--- src/rtl/riscvsys_evmon.sv ---
// Instruction-event monitor: registered per-mnemonic and per-class event pulses,
// PC discontinuity detection and a retired-instruction counter (RISCVSYS_EVMON_COUNT_EN).
module riscvsys_evmon #(
    parameter int unsigned CNT_W = 32
) (
    input  logic i_clk,
    input  logic i_rst,
    input  logic i_instr_lui, i_instr_auipc, i_instr_jal, i_instr_jalr,
    input  logic i_instr_beq, i_instr_bne, i_instr_blt, i_instr_bge, i_instr_bltu, i_instr_bgeu,
    input  logic i_instr_lb, i_instr_lh, i_instr_lw, i_instr_lbu, i_instr_lhu,
    input  logic i_instr_sb, i_instr_sh, i_instr_sw,
    input  logic i_instr_addi, i_instr_slti, i_instr_sltiu, i_instr_xori, i_instr_ori,
    input  logic i_instr_andi, i_instr_slli, i_instr_srli, i_instr_srai,
    input  logic i_instr_add, i_instr_sub, i_instr_sll, i_instr_slt, i_instr_sltu,
    input  logic i_instr_xor, i_instr_srl, i_instr_sra, i_instr_or, i_instr_and,
    input  logic i_instr_rdcycle, i_instr_rdcycleh, i_instr_rdinstr, i_instr_rdinstrh,
    input  logic i_instr_ecall_ebreak, i_instr_getq, i_instr_setq, i_instr_retirq,
    input  logic i_instr_maskirq, i_instr_waitirq, i_instr_timer, i_instr_trap,
    input  logic [31:0] i_pc,
    input  logic [31:0] i_next_pc,
    input  logic i_dbg_next,
    output logic ev_lui, ev_auipc, ev_jal, ev_jalr,
    output logic ev_beq, ev_bne, ev_blt, ev_bge, ev_bltu, ev_bgeu,
    output logic ev_lb, ev_lh, ev_lw, ev_lbu, ev_lhu,
    output logic ev_sb, ev_sh, ev_sw,
    output logic ev_addi, ev_slti, ev_sltiu, ev_xori, ev_ori,
    output logic ev_andi, ev_slli, ev_srli, ev_srai,
    output logic ev_add, ev_sub, ev_sll, ev_slt, ev_sltu,
    output logic ev_xor, ev_srl, ev_sra, ev_or, ev_and,
    output logic ev_rdcycle, ev_rdcycleh, ev_rdinstr, ev_rdinstrh,
    output logic ev_ecall_ebreak, ev_getq, ev_setq, ev_retirq,
    output logic ev_maskirq, ev_waitirq, ev_timer, ev_trap,
    output logic ev_branch, ev_jump, ev_load, ev_store, ev_alu, ev_csr, ev_irq,
    output logic ev_nonseq,
    output logic ev_onehot_err,
    output logic ev_unknown,
    output logic [CNT_W-1:0] o_instr_cnt
);
    localparam int unsigned N_EV = 49;
    localparam int unsigned PC_W = 32;

    logic [N_EV-1:0] flags;
    logic [N_EV-1:0] ev_q;
    logic [PC_W-1:0] last_pc;
    logic            last_vld;
    logic [PC_W-1:0] pc_delta;
    logic            multi_hot;
    logic            unused_next_pc;

    // Bit index follows decode order: lui=0 ... trap=48
    assign flags = {i_instr_trap, i_instr_timer, i_instr_waitirq, i_instr_maskirq, i_instr_retirq,
                    i_instr_setq, i_instr_getq, i_instr_ecall_ebreak, i_instr_rdinstrh, i_instr_rdinstr,
                    i_instr_rdcycleh, i_instr_rdcycle, i_instr_and, i_instr_or, i_instr_sra,
                    i_instr_srl, i_instr_xor, i_instr_sltu, i_instr_slt, i_instr_sll,
                    i_instr_sub, i_instr_add, i_instr_srai, i_instr_srli, i_instr_slli,
                    i_instr_andi, i_instr_ori, i_instr_xori, i_instr_sltiu, i_instr_slti,
                    i_instr_addi, i_instr_sw, i_instr_sh, i_instr_sb, i_instr_lhu,
                    i_instr_lbu, i_instr_lw, i_instr_lh, i_instr_lb, i_instr_bgeu,
                    i_instr_bltu, i_instr_bge, i_instr_blt, i_instr_bne, i_instr_beq,
                    i_instr_jalr, i_instr_jal, i_instr_auipc, i_instr_lui};

    assign {ev_trap, ev_timer, ev_waitirq, ev_maskirq, ev_retirq,
            ev_setq, ev_getq, ev_ecall_ebreak, ev_rdinstrh, ev_rdinstr,
            ev_rdcycleh, ev_rdcycle, ev_and, ev_or, ev_sra,
            ev_srl, ev_xor, ev_sltu, ev_slt, ev_sll,
            ev_sub, ev_add, ev_srai, ev_srli, ev_slli,
            ev_andi, ev_ori, ev_xori, ev_sltiu, ev_slti,
            ev_addi, ev_sw, ev_sh, ev_sb, ev_lhu,
            ev_lbu, ev_lw, ev_lh, ev_lb, ev_bgeu,
            ev_bltu, ev_bge, ev_blt, ev_bne, ev_beq,
            ev_jalr, ev_jal, ev_auipc, ev_lui} = ev_q;

    // Clearing the lowest set bit leaves something only when two or more flags are set
    assign multi_hot = |(flags & (flags - N_EV'(1)));
    assign pc_delta  = i_pc - last_pc;

    // Next-PC is observed for debug only
    assign unused_next_pc = ^i_next_pc;

    always_ff @(posedge i_clk) begin
        if (!i_rst) begin
            ev_q          <= '0;
            ev_branch     <= 1'b0;
            ev_jump       <= 1'b0;
            ev_load       <= 1'b0;
            ev_store      <= 1'b0;
            ev_alu        <= 1'b0;
            ev_csr        <= 1'b0;
            ev_irq        <= 1'b0;
            ev_nonseq     <= 1'b0;
            ev_onehot_err <= 1'b0;
            ev_unknown    <= 1'b0;
            last_pc       <= '0;
            last_vld      <= 1'b0;
        end else begin
            ev_q          <= flags & {N_EV{i_dbg_next}};
            ev_branch     <= i_dbg_next & (|flags[9:4]);
            ev_jump       <= i_dbg_next & (|flags[3:2]);
            ev_load       <= i_dbg_next & (|flags[14:10]);
            ev_store      <= i_dbg_next & (|flags[17:15]);
            ev_alu        <= i_dbg_next & ((|flags[1:0]) | (|flags[36:18]));
            ev_csr        <= i_dbg_next & (|flags[40:37]);
            ev_irq        <= i_dbg_next & (|flags[47:42]);
            ev_nonseq     <= i_dbg_next & last_vld &
                             (pc_delta != PC_W'(2)) & (pc_delta != PC_W'(4));
            ev_onehot_err <= i_dbg_next & multi_hot;
            ev_unknown    <= i_dbg_next & ~(|flags);
            if (i_dbg_next) begin
                last_pc  <= i_pc;
                last_vld <= 1'b1;
            end
        end
    end

`ifdef RISCVSYS_EVMON_COUNT_EN
    // Retired-instruction counter, wraps naturally at 2^CNT_W
    always_ff @(posedge i_clk) begin
        if (!i_rst) begin
            o_instr_cnt <= '0;
        end else if (i_dbg_next) begin
            o_instr_cnt <= o_instr_cnt + CNT_W'(1);
        end
    end
`else
    assign o_instr_cnt = '0;
`endif

endmodule

--- config.mk ---
export PLATFORM = sky130hd
export DESIGN_NAME = riscvsys_evmon
export DESIGN_NICKNAME = d
export VERILOG_FILES = /design/src/rtl/riscvsys_evmon.sv
export SDC_FILE = /design/constraint.sdc
export NUM_CORES = 1
export LEC_CHECK = 0
export ABC_AREA = 1
export BUFFER_PORTS_ARGS = -buffer_cell sky130_fd_sc_hd__buf_4
export CAP_MARGIN = 20
export CORE_ASPECT_RATIO = 0.9
export CORE_MARGIN = 4
export CORE_UTILIZATION = 45
export CTS_BUF_LIST = sky130_fd_sc_hd__clkbuf_16
export CTS_CLUSTER_DIAMETER = 30
export DETAILED_ROUTE_END_ITERATION = 7
export PLACE_DENSITY = 0.71
export SYNTH_ARGS = -nofsm -noshare
export SYNTH_HDL_FRONTEND = slang
export SYNTH_SLANG_ARGS = --single-unit
--- constraint.sdc ---
create_clock -name i_clk -period 5.4 [get_ports i_clk]
set_input_delay 0.81 -clock i_clk [delete_from_list [all_inputs] [get_ports i_clk]]
set_output_delay 0.81 -clock i_clk [all_outputs]
set_load 0.01 [all_outputs]
==> results.md <==
- Register share of total power: 37.6%
- Hold endpoint: last_vld
- Critical path startpoint category: primary input
- CTS tree: built
- Global-route wire length before repair: 28800 um
- Synth top area share: 27.3%
- DR WL met2: 7690 um
- Slowest-stage cell, CP: fa_1
- Nets: 1447
- CTS Sinks: 92
- CP Cell Sequence: buf_4 > inv_1 > ha_1 > fa_1 > inv_1 > nand2_1 > nand2_1 > nand3_1 > nand2_1 > nand2_1 > nand2_1 > nand2_1 > nand3_1 > nand3_1 > nor2_1 > nand3_1 > nor2_1 > nor2_1
- Most common cell after layout, fill and taps aside: nand2_1
- GP Congestion: 0.909
- Ys flop type: dfxtp_1
- Hold_buf cts: 0
- Core ar.: 14700 um^2
- P&R area growth vs syn: 21.4%
- Most frequent CP cell: nand2_1
- Synth warnings: 0
- Post-Synthesis Cells: 1159
- Clk Latency, worst-skew pair: 0.35 ns
- Fin crit period: 2.66 ns
- Peak supply drop: 0.158 mV
- Initial antenna violation count: 0
- Clock Tree Buf Depth: 2
- Boundary pin count: 207
- Post-CTS Setup Repair Bufs: 0
- GRT Residual Overflow: 0
- Max-Slew Margin vs Limit: 49.1%
- Pin count of the biggest net entering global routing: 42
- Setup Viol. Count Final: 0
- Num CTS Buffers: 9
- Input/output buffers: 142
- Synthesized cell area: 6740 um^2
- Fin. Hold Viols: 0
- Total track usage: 20.9%
- Met3 WL: 1320 um
- Post-DP HPWL: 14700 um
- Area contributors post-synth: dfxtp_1 (27%), nand2_1 (19%), inv_1 (13%), nor2_1 (9.4%), ha_1 (5.9%)
- Internal: 1.28 mW
- Clock Skew: 0.00961 ns
- CTS root buffer: clkbuf_16
- Die ar.: 17000 um^2
- Ys async rst share: 0%
- WL met1: 8830 um
- Fmax: 0.376 GHz
- P_leak: 4.60 nW
- NetSw: 0.645 mW
- R2r startpoint: last_pc[0]
- Worst r2r path cells: 16
- Die Wd: 137 um
- Vias in the first global route: 6114
- Yosys reg bits: 92
- Hold Path Depth: 2
- Placed Area: 7890 um^2
- Drt pass-1 iters: 6
- Fraction of layout cells with a size suffix above 1: 14.6%
- Crit path largest cell delay: 0.39 ns
- Reg2reg end: ev_nonseq
- Crit path max fanout: 3
- Power per cell area: 235 nW/um^2
- H-Tree Depth: 3
- Row cnt: 42
- Worst setup EP type: register
- Post-synthesis sequential area ratio: 27.3%
- Critical Path AT: 2.91 ns
- Tcrit/Tclk final: 49.2%
- Status: finished, final reports clean
- DRC marker count from the first detailed-route iteration: 638
- DRC Markers: 0
- Sw Share: 33.5%
- Antenna-violating nets left: 0
- Chip height: 124 um
- Logic pwr share: 29.0%
- RSZ-0062 raised after global routing: no
- Flop2flop setup slack: 3.02 ns
- Number of flops mapped to enable cells by yosys: 0
- Vias/cell: 4.68
- # diodes: 0
- Netlist cell types: 36
- Max_cap viols: 0
- Setup TNS: 0 ns
- Hold path startpoint: last_vld
- Commonest cells after routing, fill and taps aside: nand2_1 (337), inv_1 (236), nor2_1 (169)
- Fin. max-slew vios: 0
- Cts repair resizes: 0
- WS Path Type: in -> reg
- Worst-path clk slew: 0.07 ns
- Final Cell Area: 8180 um^2
- Routed WL per cell: 12.1 um
- Worst Hold Class: reg -> reg
- Fillers: 1563
- Top routing layer in use: met4
- Worst EP required: 5.65 ns
- Starting density of the core: 45.8%
- Mean area per synthesized cell: 5.81 um^2
- DRT Wirelength: 18100 um
- Dominant cell type by area after synthesis: dfxtp_1
- Vias: 7030
- Pin slew with the least headroom to its limit: 0.762 ns
- Clk pwr share: 33.4%
==> worst max path at each step <==
stage               startpoint   endpoint  depth (start not counted)
floorplan              i_pc[0]  ev_nonseq                         16
global placement       i_pc[0]  ev_nonseq                         17
detailed placement     i_pc[0]  ev_nonseq                         17
CTS                    i_pc[0]  ev_nonseq                         17
global route           i_pc[0]  ev_nonseq                         17
finish                 i_pc[0]  ev_nonseq                         18
==> through the flow <==
step	std cells	setup slack [ns]	hold slack (ns)	power, mW	utilization, %
CTS	1501	2.78	0.445	1.94	55.6
floorplan	1190	2.87	0.423	1.12	-
global placement	1485	2.41	0.430	1.28	53.6
finish	1501	2.74	0.442	1.92	55.6
global route	1501	2.45	0.475	2.05	55.6
detailed placement	1485	2.41	0.434	1.29	53.6
==> cells by family after synthesis <==
kind of cell    count (synthesis)  synth area share, %
compound gates                115                 9.08
xor+xnor                        2                0.260
fa+ha+maj                      33                 6.24
buf+inv                       287                 17.8
flops                          92                 27.3
other cells                     1               0.0557
simple gates                  629                 39.2
==> layer usage <==
metal  track usage, %  vias to the layer above
met4             5.24                        0
met1             30.3                     3047
li1                 -                     3754
met3             4.89                       23
met5                0                        -
met2             31.2                      206
==> state kept, by name, summed over array words and instances, names as in the netlist <==
register,cells
ev_nonseq,1
ev_onehot_err,1
ev_store,1
ev_irq,1
ev_q,49
ev_branch,1
ev_alu,1
ev_jump,1
ev_unknown,1
ev_csr,1
last_pc,32
last_vld,1
ev_load,1
==> worst max-delay path, delay by kind of cell <==
kind                     cells  cell delay (ns)
AND/OR/NAND/NOR             13             1.26
buffers and inverters        3             0.25
adder cells (fa/ha/maj)      2             0.60
==> power groups by stage <==
| stage | Clock [mW] | Combinational (mW) | Sequential (mW) |
|---|---|---|---|
| final | 0.642 | 0.559 | 0.724 |
| after global routing | 0.681 | 0.641 | 0.726 |
| after CTS | 0.657 | 0.555 | 0.724 |
| after detailed placement | 0 | 0.552 | 0.739 |
| after global placement | 0 | 0.547 | 0.738 |
| after floorplan | 0 | 0.377 | 0.747 |
==> cell type report <==
type                    instances  area, um^2  area share (%)
multi-input cells             811        3820            46.7
clock buffers                   9         225            2.75
repair buffers                144        1080            13.2
clock inverters                 7        67.6           0.826
inverters                     240         901            11.0
flip-flops and latches         92        1840            22.5
well taps                     198         248            3.03
==> synth_stat cells, types with 2 or more instances <==
master    count
nand2_1     338
inv_1       235
nor2_1      169
dfxtp_1      92
a21oi_1      58
nand3_1      58
o21ai_0      44
buf_4        32
ha_1         32
nand4_1      25
clkbuf_1     11
nor3_1        8
nor2_4        7
and2_1        6
nor2_2        6
inv_2         5
buf_1         4
nand2_2       4
o21ai_2       3
a21o_1        2
nand2_4       2
nand3_2       2
o21ai_1       2
o31ai_1       2
(Power assumes the default switching activity.)
